--- src/rtl/fram_axis_bridge.sv ---
// rtl/fram_axis_bridge.sv - frame word stream to AXI-Stream bridge with alignment FSM and drop status
// Optional DropCount/FrameCount statistics are built only when FRAM_BRIDGE_STATS_EN is defined.
module fram_axis_bridge #(
  parameter int DATA_SIZE   = 12,
  parameter int LENGTH      = 32768,
  parameter int LENGTH_SIZE = 15,
  parameter int FIFO_AW     = 4
) (
  input  logic                   clk,
  input  logic                   rstn,
  input  logic [DATA_SIZE-1:0]   FramData,
  input  logic [LENGTH_SIZE-1:0] FramAdd,
  input  logic                   FramEn,
  input  logic                   Clear,
  output logic [31:0]            M_tdata,
  output logic [3:0]             M_tkeep,
  output logic                   M_tlast,
  output logic                   M_tvalid,
  input  logic                   M_tready,
  output logic                   Overflow,
  output logic [15:0]            DropCount,
  output logic [15:0]            FrameCount
);
  localparam logic [FIFO_AW:0]       DEPTH    = {1'b1, {FIFO_AW{1'b0}}};
  localparam logic [LENGTH_SIZE-1:0] LAST_ADD = LENGTH_SIZE'(LENGTH - 1);

  typedef enum logic [1:0] {SYNC, PASS, DISCARD} state_t;
  state_t state, state_nxt;

  logic [DATA_SIZE:0]   mem [2**FIFO_AW];
  logic [FIFO_AW-1:0]   wr_ptr, rd_ptr;
  logic [FIFO_AW:0]     count;
  logic                 pop, accept, push, drop, frame_start;

  assign pop         = (count != '0) && M_tready;
  // A full FIFO still takes a word when the head leaves in the same cycle.
  assign accept      = (count != DEPTH) || pop;
  assign frame_start = FramEn && (FramAdd == '0);

  always_comb begin
    state_nxt = state;
    push      = 1'b0;
    drop      = 1'b0;
    case (state)
      SYNC, DISCARD: begin
        if (frame_start && accept) begin
          push      = 1'b1;
          state_nxt = PASS;
        end
      end
      PASS: begin
        if (FramEn) begin
          if (accept) begin
            push = 1'b1;
          end else begin
            drop      = 1'b1;
            state_nxt = DISCARD;
          end
        end
      end
      default: state_nxt = SYNC;
    endcase
  end

  always_ff @(posedge clk or negedge rstn) begin
    if (!rstn) begin
      state    <= SYNC;
      wr_ptr   <= '0;
      rd_ptr   <= '0;
      count    <= '0;
      Overflow <= 1'b0;
    end else begin
      state <= state_nxt;
      if (push) wr_ptr <= wr_ptr + 1'b1;
      if (pop)  rd_ptr <= rd_ptr + 1'b1;
      if (push && !pop)      count <= count + 1'b1;
      else if (pop && !push) count <= count - 1'b1;
      if (drop)       Overflow <= 1'b1;
      else if (Clear) Overflow <= 1'b0;
    end
  end

  always_ff @(posedge clk) begin
    if (push) mem[wr_ptr] <= {FramAdd == LAST_ADD, FramData};
  end

  assign M_tvalid = (count != '0);
  assign M_tdata  = 32'(mem[rd_ptr][DATA_SIZE-1:0]);
  // Gated so an empty FIFO never presents stale tlast.
  assign M_tlast  = M_tvalid && mem[rd_ptr][DATA_SIZE];
  assign M_tkeep  = 4'hF;

`ifdef FRAM_BRIDGE_STATS_EN
  always_ff @(posedge clk or negedge rstn) begin
    if (!rstn) begin
      DropCount  <= '0;
      FrameCount <= '0;
    end else begin
      if (drop)
        DropCount <= Clear ? 16'd1 : ((DropCount == 16'hFFFF) ? DropCount : DropCount + 1'b1);
      else if (Clear)
        DropCount <= '0;
      if (pop && M_tlast) FrameCount <= FrameCount + 1'b1;
    end
  end
`else
  assign DropCount  = '0;
  assign FrameCount = '0;
`endif
endmodule

--- config.mk ---
export PLATFORM = sky130hd
export DESIGN_NAME = fram_axis_bridge
export DESIGN_NICKNAME = d
export VERILOG_FILES = /design/src/rtl/fram_axis_bridge.sv
export SDC_FILE = /design/constraint.sdc
export NUM_CORES = 1
export LEC_CHECK = 0
export CAP_MARGIN = 20
export CELL_PAD_IN_SITES_DETAIL_PLACEMENT = 0
export CELL_PAD_IN_SITES_GLOBAL_PLACEMENT = 1
export CORE_UTILIZATION = 48
export DETAILED_ROUTE_END_ITERATION = 16
export PLACE_DENSITY_LB_ADDON = 0.05
export SLEW_MARGIN = 10
export SYNTH_ARGS = -nofsm -noshare
export SYNTH_HDL_FRONTEND = slang
export SYNTH_SLANG_ARGS = --single-unit
--- constraint.sdc ---
create_clock -name clk -period 4 [get_ports clk]
set_input_delay 1 -clock clk [delete_from_list [all_inputs] [get_ports clk]]
set_output_delay 1 -clock clk [all_outputs]
set_load 0.01 [all_outputs]
==> metrics <==
status finished clean; Worst-Margin Slew 0.795 ns; pwr dens 632 nW/um^2; first-pass GRT wire length 29600 um; Setup TNS 0 ns; HP Start Overflow; data required time of the worst path 3.00 ns; Final Max Slew Viols 0; Routed WL 19100 um; Die Span X 142 um; Initial DRT Pass Iterations 4; Initial Utilization 0.497; nets 659; Startpoint Class flip-flop; Max Cap Viol 0; die area 20300 sq um; root buf cell clkbuf_16; Final min period 3.75 ns; Hold Path Class reg -> reg; Residual DRC 0; clk slew on worst S/H paths 0.06 ns; IO buf count 46; clk_lat worst skew 0.51 ns; Synthesis Warnings 0; DP HPWL 11800 um; layout cell share with drive strength beyond 1 0.227; Core Area 19000 sq um; Clock Tree Buf Depth 3; clock sinks 224; num ports 103; setup slack, reg-to-reg 0.92 ns; post-synthesis sequential area ratio 0.703; mapped cell area 9460 sq um; clock skew 0.0104 ns; fmax 0.267 GHz; ys flop type edfxtp_1; proportion of synthesized flip-flops having asynchronous set or reset 0.0714; pin count of the biggest net entering global routing 34; # setup viols final 0; n_diodes 0; Yosys cell types 48; WP data arrival 2.75 ns; crit path max fanout 33; Pleak 3.91 nW; post-synthesis register bit count 224; Mapped Avg Cell Area 18.1 sq um; Reg2Reg Depth 9; top cell type's share of synthesized area 0.660; vias in the first global route 4997; CTS tree done; Setup CP Type reg -> out; Hold Path Cell Cnt 2; initial antenna violation count 0; Final Worst Setup Slack 0.252 ns; Worst slew margin 0.468; # hold bufs at CTS 0; routed len/inst 21.4 um; Cell Rows 50; grt total ovfl 0; CP endpoint kind primary output; total track usage 0.200; CTS buffer count 24; area leader, netlist edfxtp_1; post-DR vias/cell 5.39; Peak VDD IR 0.000423 V; antenna-violating nets left 0; Final Hold Fails 0; Period Utilization, post-route 0.937; routability cong. 0.699; Gate Count Post-Synth 522; FF-to-FF Start count[1]; Synth-to-Final Area Change 18.2%; RSZ-0062 raised after global routing no; FF-to-FF End count[4]; number of synthesized flops with an enable pin 208; die height 142 um; H-tree levels 1; ranking of synthesized cells by area edfxtp_1 66%, mux4_2 12%, buf_4 4.4%; dpl ws 0.0757 ns; Via Count 4816; Hold EP Overflow; DRT iter0 DRCs 330
worst max path at each step:
stage | start | end | slack [ns] | cells past startpoint
2_1_floorplan | FramAdd[8] | count[4] | 0.62 | 11
3_3_place_gp | FramEn | count[4] | 0.21 | 11
3_5_place_dp | FramEn | count[4] | 0.08 | 11
4_1_cts | rd_ptr[1] | M_tdata[9] | 0.04 | 5
5_1_grt | rd_ptr[1] | M_tlast | 0.11 | 7
6_report | rd_ptr[1] | M_tlast | 0.25 | 7
power by group:
group	switching [W]	internal [W]	leakage (nW)
logic	0.000884	0.00112	1.48
registers	0.000181	0.00261	2.04
clock network	0.000871	0.00140	0.396
total	0.00194	0.00512	3.91
placed cells by master, fill, tap and decap left out, types with 4 or more instances in the layout:
| cell type | synthesis | routed |
|---|---|---|
| mux4_2 | 50 | 50 |
| nand2_1 | 20 | 20 |
| a22oi_1 | 25 | 25 |
| nand2b_1 | 4 | 4 |
| xnor2_1 | 5 | 5 |
| clkinv_1 | 0 | 4 |
| mux2i_1 | 4 | 4 |
| buf_12 | 0 | 6 |
| dfrtp_1 | 16 | 14 |
| nand4_1 | 5 | 5 |
| conb_1 | 2 | 56 |
| and3_1 | 17 | 17 |
| nor4_1 | 6 | 5 |
| bufinv_16 | 0 | 4 |
| clkdlybuf4s50_1 | 0 | 46 |
| clkbuf_1 | 12 | 5 |
| clkinv_2 | 0 | 5 |
| nand3_1 | 8 | 8 |
| o21ai_0 | 4 | 4 |
| clkbuf_16 | 0 | 25 |
| nor2_1 | 7 | 7 |
| nor2b_1 | 8 | 8 |
| inv_1 | 9 | 9 |
| ha_1 | 10 | 10 |
| buf_4 | 56 | 41 |
| edfxtp_1 | 208 | 208 |
Yosys cell counts, types with 2 or more instances:
master       n
nor2b_1      8
nand4_1      5
buf_2        9
o2111ai_1    2
o311ai_0     2
or3_1        2
nand2_1     20
nor2_1       7
xor2_1       2
a22oi_1     25
clkbuf_1    12
and2_1       2
ha_1        10
and3_1      17
a21oi_1      2
nor3_1       2
mux2i_1      4
mux2_2       2
dfrtp_1     16
o21ai_0      4
xnor2_1      5
nand3_1      8
conb_1       2
a31o_2       2
inv_1        9
o22ai_1      2
nor4_1       6
mux4_2      50
edfxtp_1   208
buf_4       56
nand2b_1     4
layout make-up:
type / count / area [sq um]
clock buffer: 30 / 644
clock inverter: 14 / 168
fill: 1456 / 7840
inverter: 9 / 33.8
multi-input combinational: 264 / 2460
sequential: 224 / 6650
tap: 260 / 325
timing repair buffer: 93 / 888
worst max-delay path: stages (launching register included):
cell	delay (ns)
dfrtp_4	0.69
buf_4	0.28
buf_4	0.14
nor2b_1	0.12
a22oi_1	0.18
nand4_1	0.12
nand2_1	0.14
clkdlybuf4s50_1	0.56
cell families after synthesis:
logic type / after synthesis / share of synthesized area
muxes: 57 / 0.127
adders and majority gates: 11 / 0.0153
buffers and inverters: 88 / 0.0591
and+or+nand+nor: 86 / 0.0511
DFF: 224 / 0.703
AOI/OAI and AO/OA: 47 / 0.0372
xor gates and xnor gates: 7 / 0.00648
other: 2 / 0.000794
registers in the layout (all words and copies together) (netlist names):
| signal | cells |
|---|---|
| rd_ptr | 4 |
| count | 5 |
| state | 2 |
| wr_ptr | 4 |
| mem | 208 |
| Overflow | 1 |
layer usage:
| metal | routed length (um) | part of all wire | track usage | vias up |
|---|---|---|---|---|
| li1 | - | - | - | 2165 |
| met1 | 8140 | 0.43 | 0.282 | 2480 |
| met2 | 9470 | 0.49 | 0.333 | 146 |
| met3 | 1230 | 0.064 | 0.0289 | 25 |
| met4 | 307 | 0.016 | 0.0413 | 0 |
| met5 | 0 | 0 | 0 | - |
stage by stage:
stage | total power, W | cell area, sq um | std cells | util | hold slack [ns]
floorplan | 0.00402 | 9660 | 576 | - | 0.502
global placement | 0.00471 | 10200 | 839 | 0.538 | 0.517
detailed placement | 0.00472 | 10200 | 839 | 0.538 | 0.521
CTS | 0.00702 | 11100 | 884 | 0.582 | 0.529
global route | 0.00738 | 11200 | 894 | 0.588 | 0.573
finish | 0.00706 | 11200 | 894 | 0.588 | 0.527
what timing repair did:
action / 4_1_cts / 5_1_grt
hold endpoints to repair: 0 / 0
resized for setup: 0 / 1
setup endpoints to repair: 8 / 7
setup buffers: 1 / 10
Note: power is estimated with default switching activity, not from simulation.
